### src/rtl/serial_subtractor.sv
`default_nettype none
// ============================================================================
//  Module      : serial_subtractor
//  Description : Bit-serial WIDTH-bit subtractor, diff = a - b, LSB first.
//  Revision    : 1.0 - initial release
// ============================================================================
module serial_subtractor #(
   parameter int WIDTH = 8
) (
   input  logic             clk,
   input  logic             rst,
   input  logic             start,
   input  logic [WIDTH-1:0] a,
   input  logic [WIDTH-1:0] b,
   output logic             busy,
   output logic             done,
   output logic [WIDTH-1:0] diff,
   output logic             borrow
);

   localparam int                 c_CNT_W = $clog2(WIDTH + 1);
   localparam logic [c_CNT_W-1:0] c_LAST  = c_CNT_W'(WIDTH - 1);
   localparam logic [c_CNT_W-1:0] c_ONE   = c_CNT_W'(1);

   typedef enum logic [1:0] {
      ST_IDLE  = 2'd0,
      ST_SHIFT = 2'd1,
      ST_DONE  = 2'd2
   } state_t;

   state_t             r_state;
   logic [WIDTH-1:0]   r_a_sr;
   logic [WIDTH-1:0]   r_b_sr;
   logic               r_bin;
   logic [c_CNT_W-1:0] r_count;

   logic               w_x;
   logic               w_y;
   logic               w_d;
   logic               w_bout;
   logic [WIDTH-1:0]   w_diff_next;

   // Single full-subtractor cell; the borrow flop closes the chain across cycles.
   assign w_x    = r_a_sr[0];
   assign w_y    = r_b_sr[0];
   assign w_d    = w_x ^ w_y ^ r_bin;
   assign w_bout = (~w_x & w_y) | (~(w_x ^ w_y) & r_bin);

   generate
      if (WIDTH == 1) begin : g_diff_single
         assign w_diff_next = w_d;
      end else begin : g_diff_shift
         assign w_diff_next = {w_d, diff[WIDTH-1:1]};
      end
   endgenerate

   always_ff @(posedge clk) begin
      if (rst) begin
         r_state <= ST_IDLE;
         busy    <= 1'b0;
         done    <= 1'b0;
         diff    <= '0;
         borrow  <= 1'b0;
         r_count <= '0;
         r_a_sr  <= '0;
         r_b_sr  <= '0;
         r_bin   <= 1'b0;
      end else begin
         case (r_state)
            ST_IDLE: begin
               done <= 1'b0;
               if (start) begin
                  r_a_sr  <= a;
                  r_b_sr  <= b;
                  r_bin   <= 1'b0;
                  r_count <= '0;
                  busy    <= 1'b1;
                  r_state <= ST_SHIFT;
               end
            end
            ST_SHIFT: begin
               diff    <= w_diff_next;
               r_a_sr  <= r_a_sr >> 1;
               r_b_sr  <= r_b_sr >> 1;
               r_bin   <= w_bout;
               r_count <= r_count + c_ONE;
               if (r_count == c_LAST) begin
                  borrow  <= w_bout;
                  busy    <= 1'b0;
                  done    <= 1'b1;
                  r_state <= ST_DONE;
               end
            end
            ST_DONE: begin
               done    <= 1'b0;
               r_state <= ST_IDLE;
            end
            default: begin
               busy    <= 1'b0;
               done    <= 1'b0;
               r_state <= ST_IDLE;
            end
         endcase
      end
   end

endmodule
`default_nettype wire

### config.mk
export PLATFORM = sky130hd
export DESIGN_NAME = serial_subtractor
export DESIGN_NICKNAME = d
export VERILOG_FILES = /design/src/rtl/serial_subtractor.sv
export SDC_FILE = /design/constraint.sdc
export NUM_CORES = 1
export LEC_CHECK = 0
export CAP_MARGIN = 20
export CORE_MARGIN = 10
export CORE_UTILIZATION = 55
export CTS_CLUSTER_DIAMETER = 40
export CTS_CLUSTER_SIZE = 25
export DETAILED_ROUTE_END_ITERATION = 6
export GPL_ROUTABILITY_DRIVEN = 0
export HOLD_SLACK_MARGIN = 0.02
export PLACE_DENSITY = 0.84
export SYNTH_ARGS = -nofsm -noshare
export SYNTH_HDL_FRONTEND = slang
export SYNTH_SLANG_ARGS = --single-unit
### constraint.sdc
create_clock -name clk -period 3.64 [get_ports clk]
set_clock_uncertainty 0.1 [all_clocks]
set_input_delay 1.092 -clock clk [delete_from_list [all_inputs] [get_ports clk]]
set_output_delay 1.092 -clock clk [all_outputs]
set_load 0.01 [all_outputs]
==> flow_summary.json, run 1 <==
{
  "antenna_found_initial": 0,
  "ys.flop_type": "dfxtp_1",
  "final_cells": 243,
  "drc": 0,
  "fp.dieW_um": 73.5,
  "ir_drop_mv": 0.354,
  "synth_edf_count": 0,
  "final-setup-viol-count": 0,
  "powerDensity_mw_per_mm2": 386,
  "placedCellCount": 235,
  "power_switching_mw": 0.191,
  "diodes": 0,
  "port_buffers": 29,
  "syn_inst": 188,
  "use_met3_pct": 4.04,
  "drtIter0Drc": 136,
  "postCtsSetupRepairBufs": 0,
  "grt_pass1_vias": 1392,
  "core-area_sq_mm": 0.00273,
  "cp.required_ps": 2450,
  "internal-power_mw": 0.544,
  "rsz0062_at_grt": "false",
  "synth_seq_area_share_pct": 43.3,
  "combPwrFrac_pct": 14.6,
  "ant_nets": 0,
  "firstDrtPassIters": 5,
  "h-tree-depth": 2,
  "slew_viol_final": 0,
  "synth.avg_cell_area_sq_um": 8.36,
  "max-slew-margin-rel_pct": 46.4,
  "fillerInstances": 211,
  "fmax_mhz": 410,
  "die-area_sq_mm": 0.00540,
  "fin_crit_sh_pct": 67.0,
  "hold_violations": 0,
  "syn_area_sq_mm": 0.00157,
  "critPathTopFamily": "buffers and inverters",
  "cp-start-kind": "flop",
  "slowest_stage": "clkdlybuf4s50_1",
  "wl_per_cell_um": 15.4,
  "grt_max_degree": 31,
  "num_vias": 1400,
  "p_clk_share_pct": 29.3,
  "sw_frac_of_total_pct": 26.0,
  "finalSetupTns_ps": 0,
  "pre_cts_ws_ps": 884,
  "hold_slack_ps": 370,
  "floorplan.initialDensity_pct": 57.5,
  "clockRootBuffer": "clkbuf_4",
  "grt.busiest_layer": "met2",
  "syn_nets": 209,
  "num-nets-final": 232,
  "grtUsageMet2_pct": 23.1,
  "critical_path.cell_chain": "clkdlybuf4s50_1",
  "grtUsageTotal_pct": 14.4,
  "synthDistinctLibCells": 31,
  "timing.critical_path.buf_inv": 1,
  "outcome": "complete, no violations",
  "cts_tree": "yes",
  "utilization_pct": 69.7,
  "clock-sinks": 34,
  "worst_pin_slew_ps": 803,
  "design_area_sq_mm": 0.00191,
  "cts_resized": 0,
  "arrival_ps": 1250,
  "area_growth_pct": 21.3,
  "io_pins": 30,
  "critPathMaxFanout": 3,
  "use_met1_pct": 17.0,
  "clk_latency_ps": 330,
  "rows": 19,
  "grt_first_pass_wirelength_um": 6250,
  "criticalPathCategory": "reg2out",
  "wirelength_um": 3740,
  "async_flop_share_pct": 0,
  "end_kind": "output pin",
  "overflow": 0,
  "cts_hold_buf": 0,
  "ys_ff_latch": 34,
  "cts.reportedPaths.clkPinSlew_ps": 100,
  "drive_above_1_share_pct": 12.3,
  "dpl-instance-area_sq_mm": 0.00185,
  "seqPwrFrac_pct": 56.1,
  "place_hpwl_um": 2610,
  "leakagePower_nw": 0.727,
  "viasPerCell": 5.76,
  "cts_buffer_depth": 2,
  "die_h_um": 73.5,
  "maxCapViolations": 0,
  "cpPeakStageDelay_ps": 550,
  "total_power_mw": 0.735,
  "worst_slack_ps": 1200,
  "numCtsBuffers": 5,
  "timing.final.crit_period_ps": 2440,
  "min_path_type": "reg2reg",
  "yosys_warnings": 0
}
-- cell type report --
cell class / instances / area (sq um) / share of cell area (%)
Multi-Input combinational cell: 122 / 749 / 39.3
Tap cell: 31 / 38.8 / 2.04
Timing Repair Buffer: 33 / 320 / 16.8
Sequential cell: 34 / 681 / 35.7
Clock buffer: 7 / 55.1 / 2.89
Clock inverter: 1 / 5.00 / 0.263
Inverter: 15 / 56.3 / 2.95
-- worst paths after layout --
path / start / end / slack [ps] / cells past startpoint
min reg2reg: diff[0] / diff[0] / 370 / 2
max: diff[7] / diff[7] / 1200 / 1
max reg2reg: r_state[0] / r_count[3] / 1370 / 3
min: diff[0] / diff[0] / 370 / 2
-- Yosys cell counts (all sizes together) (2+ instances only) --
master	instances	area share (%)
buf	11	4.0
o221a	14	10
dfxtp	34	43
o21ai	2	0.64
clkbuf	6	1.4
nand3	2	0.64
o22a	7	3.9
nor2b	5	2.0
and3b	2	1.1
nor3b	2	0.96
o21bai	2	0.96
nor2	18	4.3
inv	15	3.6
nand2b	2	0.80
a21oi	33	11
o22ai	2	0.80
nand2	20	4.8
-- flip-flops by register name (all words and copies together) (netlist names) --
signal,flops
r_count,4
busy,1
r_bin,1
done,1
r_state,2
diff,8
r_b_sr,8
r_a_sr,8
borrow,1
-- cell usage in the layout, fill, tap and decap left out --
| master | Yosys | routed |
|---|---|---|
| a211oi_1 | 1 | 1 |
| a21oi_1 | 33 | 33 |
| a22oi_1 | 1 | 1 |
| a2bb2oi_1 | 1 | 1 |
| a311oi_1 | 1 | 1 |
| a31oi_1 | 1 | 1 |
| and3b_1 | 2 | 2 |
| buf_4 | 1 | 4 |
| clkbuf_1 | 6 | 1 |
| clkbuf_4 | 0 | 5 |
| clkbuf_8 | 0 | 1 |
| clkdlybuf4s50_1 | 0 | 29 |
| clkinv_2 | 0 | 1 |
| dfxtp_1 | 34 | 34 |
| fa_1 | 1 | 1 |
| ha_1 | 1 | 1 |
| inv_1 | 15 | 15 |
| mux2i_1 | 1 | 1 |
| nand2_1 | 20 | 20 |
| nand2b_1 | 2 | 2 |
| nand3_1 | 2 | 2 |
| nor2_1 | 18 | 18 |
| nor2b_1 | 5 | 5 |
| nor3_1 | 1 | 1 |
| nor3b_1 | 2 | 2 |
| o21ai_0 | 2 | 2 |
| o21bai_1 | 2 | 2 |
| o221a_2 | 14 | 14 |
| o22a_1 | 7 | 7 |
| o22ai_1 | 2 | 2 |
| or2_2 | 1 | 1 |
| or3_1 | 1 | 1 |
-- kinds of logic (layout without fill, tap and decap cells) --
| logic type | count (synthesis) | count (layout) | synth area share [%] |
|---|---|---|---|
| AOI/OAI and AO/OA | 65 | 65 | 29.3 |
| and+or+nand+nor | 54 | 54 | 15.7 |
| DFF | 34 | 34 | 43.3 |
| buffers and inverters | 32 | 56 | 9.00 |
| adders and majority gates | 2 | 2 | 2.07 |
| muxes | 1 | 1 | 0.637 |
-- power by group through the flow --
stage / registers, mW / logic [mW] / clock network, mW
final: 0.412 / 0.107 / 0.216
after global routing: 0.415 / 0.120 / 0.241
after CTS: 0.412 / 0.107 / 0.220
after detailed placement: 0.420 / 0.107 / 0
after global placement: 0.419 / 0.102 / 0
after floorplan: 0.413 / 0.0741 / 0
-- routing by layer --
| layer | part of all wire, % | vias up |
|---|---|---|
| met5 | 0 | - |
| met4 | 1.3 | 0 |
| met3 | 6.1 | 6 |
| met2 | 50 | 34 |
| met1 | 43 | 657 |
| li1 | - | 703 |
-- worst reg2reg max path: cells and delay by family, from the launching register on --
kind,cells,cell delay [ps]
AOI/OAI and AO/OA,1,160
DFF,1,850
and+or+nand+nor,2,1080
Note: power is estimated with default switching activity, not from simulation.
==> inputs of run 2 (changes only) <==
CORE_UTILIZATION = 46   (was 55)
PLACE_DENSITY = 0.75   (was 0.84)
clock period = 2 ns   (was 3.64 ns; I/O delays follow)
==> flow_summary.json, run 2 (synthesis results as in run 1) <==
{
  "cts_hold_buf": 0,
  "critPathMaxFanout": 3,
  "grt_pass1_vias": 1392,
  "die-area_sq_mm": 0.00615,
  "end_kind": "output pin",
  "reg2reg_to": "diff[1]",
  "reg_top3": "diff x8, r_a_sr x8, r_b_sr x8",
  "final_common_cell": "dfxtp_1",
  "wirelength_um": 3860,
  "rows": 21,
  "cts_resized": 0,
  "hp-start": "diff[0]",
  "postCtsSetupRepairBufs": 0,
  "arrival_ps": 1230,
  "ir_drop_mv": 0.466,
  "die_h_um": 78.5,
  "criticalPathCategory": "reg2out",
  "num_vias": 1404,
  "cts.reportedPaths.clkPinSlew_ps": 110,
  "fmax_mhz": 518,
  "grt_max_degree": 21,
  "critPathTopFamily": "buffers and inverters",
  "clock-sinks": 34,
  "leakagePower_nw": 0.894,
  "r2r_start": "r_state[0]",
  "slew_viol_final": 0,
  "cts_buffer_depth": 2,
  "overflow": 0,
  "floorplan.initialDensity_pct": 47.5,
  "timing.critical_path.buf_inv": 1,
  "powerDensity_mw_per_mm2": 679,
  "dpl-instance-area_sq_mm": 0.00194,
  "outcome": "complete, no violations",
  "worst_pin_slew_ps": 459,
  "final-setup-viol-count": 0,
  "io_pins": 30,
  "area_growth_pct": 28.4,
  "drtIter0Drc": 106,
  "cp.required_ps": 1300,
  "layout_common_cells": "dfxtp_1 (34), a21oi_1 (33), clkdlybuf4s50_1 (22)",
  "fin_crit_sh_pct": 96.5,
  "rsz0062_at_grt": "false",
  "core-area_sq_mm": 0.00331,
  "rrSetupSlack_ps": 410,
  "critical_path.cell_chain": "clkdlybuf4s50_1",
  "clockRootBuffer": "clkbuf_4",
  "clk_latency_ps": 330,
  "wl_per_cell_um": 14.5,
  "worstHoldEndpoint": "diff[0]",
  "grtUsageTotal_pct": 12.5,
  "num-nets-final": 240,
  "timing.final.crit_period_ps": 1930,
  "ant_nets": 0,
  "cts_tree": "yes",
  "holdPathStages": 2,
  "maxCapViolations": 0,
  "place_hpwl_um": 2810,
  "hold_violations": 0,
  "cpPeakStageDelay_ps": 540,
  "slowest_stage": "clkdlybuf4s50_1",
  "antenna_found_initial": 0,
  "grt_first_pass_wirelength_um": 6380,
  "reg2regPathDepth": 4,
  "min_path_type": "reg2reg",
  "drc": 0,
  "fp.dieW_um": 78.5,
  "port_buffers": 29,
  "max-slew-margin-rel_pct": 69.3,
  "cp-start-kind": "flop",
  "diodes": 0,
  "firstDrtPassIters": 4,
  "design_area_sq_mm": 0.00202,
  "h-tree-depth": 2,
  "drive_above_1_share_pct": 15.9,
  "viasPerCell": 5.28,
  "numCtsBuffers": 5,
  "finalSetupTns_ps": 0
}
==> run 2: changes by cell type in the layout (fill, tap and decap cells not counted) <==
cell	before	now
clkdlybuf4s50_1	29	22
buf_12	0	1
buf_4	4	11
clkinvlp_4	0	1
clkbuf_1	1	0
dlymetal6s2s_1	0	7
==> run 2: routing by layer <==
layer / share of wire, % / wire length, um / track usage, % / vias to the layer above
met5: 0 / 0 / 0 / -
met4: 1.2 / 48 / 4.84 / 0
met3: 2.5 / 98 / 3.42 / 4
met2: 50 / 1940 / 21.3 / 18
met1: 46 / 1780 / 14.4 / 663
li1: - / - / - / 719
==> run 2: report_power, final <==
part	switching, mW	internal [mW]
Clock	0.242	0.169
Sequential	0.0329	0.713
Combinational	0.0932	0.119
==> run 2: layout make-up <==
type                    count  area [sq um]
clock buffers               6          51.3
clock inverters             2          12.5
fillers                   287          1290
inverters                  15          56.3
multi-input cells         122           749
flip-flops and latches     34           681
well taps                  46          57.6
repair buffers             41           410
==> run 2: worst max path at each step <==
stage | depth (start not counted) | startpoint | slack [ps] | endpoint
3_5_place_dp | 4 | start | 30 | r_b_sr[6]
3_3_place_gp | 4 | start | 50 | r_a_sr[0]
5_1_grt | 1 | diff[5] | 1 | diff[5]
2_1_floorplan | 5 | start | 460 | r_b_sr[6]
4_1_cts | 1 | diff[3] | 10 | diff[3]
6_report | 1 | diff[5] | 70 | diff[5]
==> run 2: stage by stage <==
step | worst slack, ps | util, % | hold WS (ps) | power (mW) | instances
3_3_place_gp | 45.0 | 58.5 | 343 | 0.963 | 258
4_1_cts | 12.7 | 60.4 | 370 | 1.38 | 266
3_5_place_dp | 28.9 | 58.5 | 354 | 0.974 | 258
6_report | 69.8 | 61.0 | 368 | 1.37 | 266
5_1_grt | 1.42 | 61.0 | 394 | 1.44 | 266
2_1_floorplan | 462 | - | 355 | 0.886 | 188
==> inputs of run 3 (changes only) <==
SETUP_SLACK_MARGIN = 0.4   (was not set)
==> flow_summary.json, run 3 (synthesis results as in run 1) <==
{
  "cp-start-kind": "input pin",
  "end_kind": "flop",
  "die-area_sq_mm": 0.00615,
  "grtUsageTotal_pct": 13.0,
  "fin_crit_sh_pct": 76.4,
  "critical_path.cell_chain": "clkdlybuf4s50_1 -> buf_4 -> a21oi_1 -> o221a_2",
  "place_hpwl_um": 2810,
  "hp-start": "diff[0]",
  "num-nets-final": 247,
  "rrSetupSlack_ps": 530,
  "cpPeakStageDelay_ps": 540,
  "core-area_sq_mm": 0.00331,
  "reg_top3": "diff x8, r_a_sr x8, r_b_sr x8",
  "criticalPathCategory": "in2reg",
  "num_vias": 1457,
  "drtIter0Drc": 92,
  "fillerInstances": 297,
  "utilization_pct": 61.1,
  "timing.critical_path.buf_inv": 2,
  "finalSetupTns_ps": 0,
  "powerDensity_mw_per_mm2": 678,
  "cts.reportedPaths.clkPinSlew_ps": 110,
  "min_path_type": "reg2reg",
  "reg2reg_to": "diff[1]",
  "floorplan.initialDensity_pct": 47.5,
  "clk_latency_ps": 330,
  "worstHoldEndpoint": "diff[0]",
  "holdPathStages": 2,
  "die_h_um": 78.5,
  "wl_per_cell_um": 14.5,
  "outcome": "complete, no violations",
  "clock-sinks": 34,
  "drc": 0,
  "drive_above_1_share_pct": 29.5,
  "grt_max_degree": 21,
  "max-slew-margin-rel_pct": 71.9,
  "clockRootBuffer": "clkbuf_4",
  "cts_tree": "yes",
  "final_common_cell": "a21oi_1",
  "maxCapViolations": 0,
  "critPathMaxFanout": 9,
  "fp.dieW_um": 78.5,
  "rsz0062_at_grt": "false",
  "fmax_mhz": 654,
  "reg2regPathDepth": 4,
  "port_buffers": 29,
  "rows": 21,
  "area_growth_pct": 28.8,
  "pre_cts_ws_ps": 28.9,
  "ant_nets": 0,
  "h-tree-depth": 2,
  "hold_violations": 0,
  "numCtsBuffers": 5,
  "worst_pin_slew_ps": 420,
  "critPathTopFamily": "buffers and inverters",
  "grt_first_pass_wirelength_um": 6640,
  "cp.required_ps": 2180,
  "slowest_stage": "clkdlybuf4s50_1",
  "antenna_found_initial": 0,
  "r2r_start": "r_state[0]",
  "timing.final.crit_period_ps": 1530,
  "worst_slack_ps": 471,
  "viasPerCell": 5.34,
  "cts_buffer_depth": 2,
  "diodes": 0,
  "grt_pass1_vias": 1449,
  "slew_viol_final": 0,
  "io_pins": 30,
  "wirelength_um": 3960,
  "overflow": 0,
  "layout_common_cells": "a21oi_1 (33), dfxtp_1 (22), nand2_1 (20)",
  "firstDrtPassIters": 4,
  "arrival_ps": 1710,
  "ir_drop_mv": 0.479,
  "leakagePower_nw": 0.847,
  "final-setup-viol-count": 0
}
-- run 3: stage by stage --
step	instances	instance area [sq um]	hold WS (ps)	total power [mW]
2_1_floorplan	188	1570	355	0.886
3_3_place_gp	258	1940	343	0.963
3_5_place_dp	258	1940	354	0.974
4_1_cts	273	2030	364	1.39
5_1_grt	273	2020	386	1.45
6_report	273	2020	364	1.37
-- run 3: worst max-delay path by stage --
stage	startpoint	cells after the start	endpoint
after floorplan	start	5	r_b_sr[6]
after global placement	start	4	r_a_sr[0]
after detailed placement	start	4	r_b_sr[6]
after CTS	diff[3]	1	diff[3]
after global routing	rst	4	r_a_sr[1]
final	rst	4	r_a_sr[4]
-- run 3: final cells by class --
| class | instances | area, sq um | share of cell area [%] |
|---|---|---|---|
| timing repair buffer | 48 | 397 | 19.6 |
| clock buffer | 6 | 51.3 | 2.53 |
| inverter | 15 | 56.3 | 2.78 |
| tap | 46 | 57.6 | 2.84 |
| sequential | 34 | 696 | 34.4 |
| clock inverter | 2 | 12.5 | 0.618 |
| multi-input combinational | 122 | 754 | 37.3 |
-- run 3: layer usage --
metal | routed length (um) | up-vias | global-route usage, %
met5 | 0 | - | 0
met2 | 2000 | 29 | 22.5
met4 | 48 | 0 | 4.84
met3 | 118 | 4 | 3.30
met1 | 1790 | 692 | 14.9
li1 | - | 732 | -
-- run 3: timing repair --
action / 4_1_cts / 5_1_grt
setup buffers: 7 / 0
hold buffers: 0 / 0
setup endpoints to repair: 15 / 23
resized for setup: 54 / 6
pin swaps: 0 / 0
-- run 3: report_power, final --
group | switching [mW] | internal, mW
sequential | 0.0320 | 0.714
combinational | 0.0958 | 0.120
clock | 0.242 | 0.169
total | 0.370 | 1.00
-- run 3: tightest hold or removal path, delay by kind of cell, from the launching register on --
kind | cells | cell delay (ps)
flops | 1 | 340
compound gates | 1 | 50
simple gates | 1 | 50
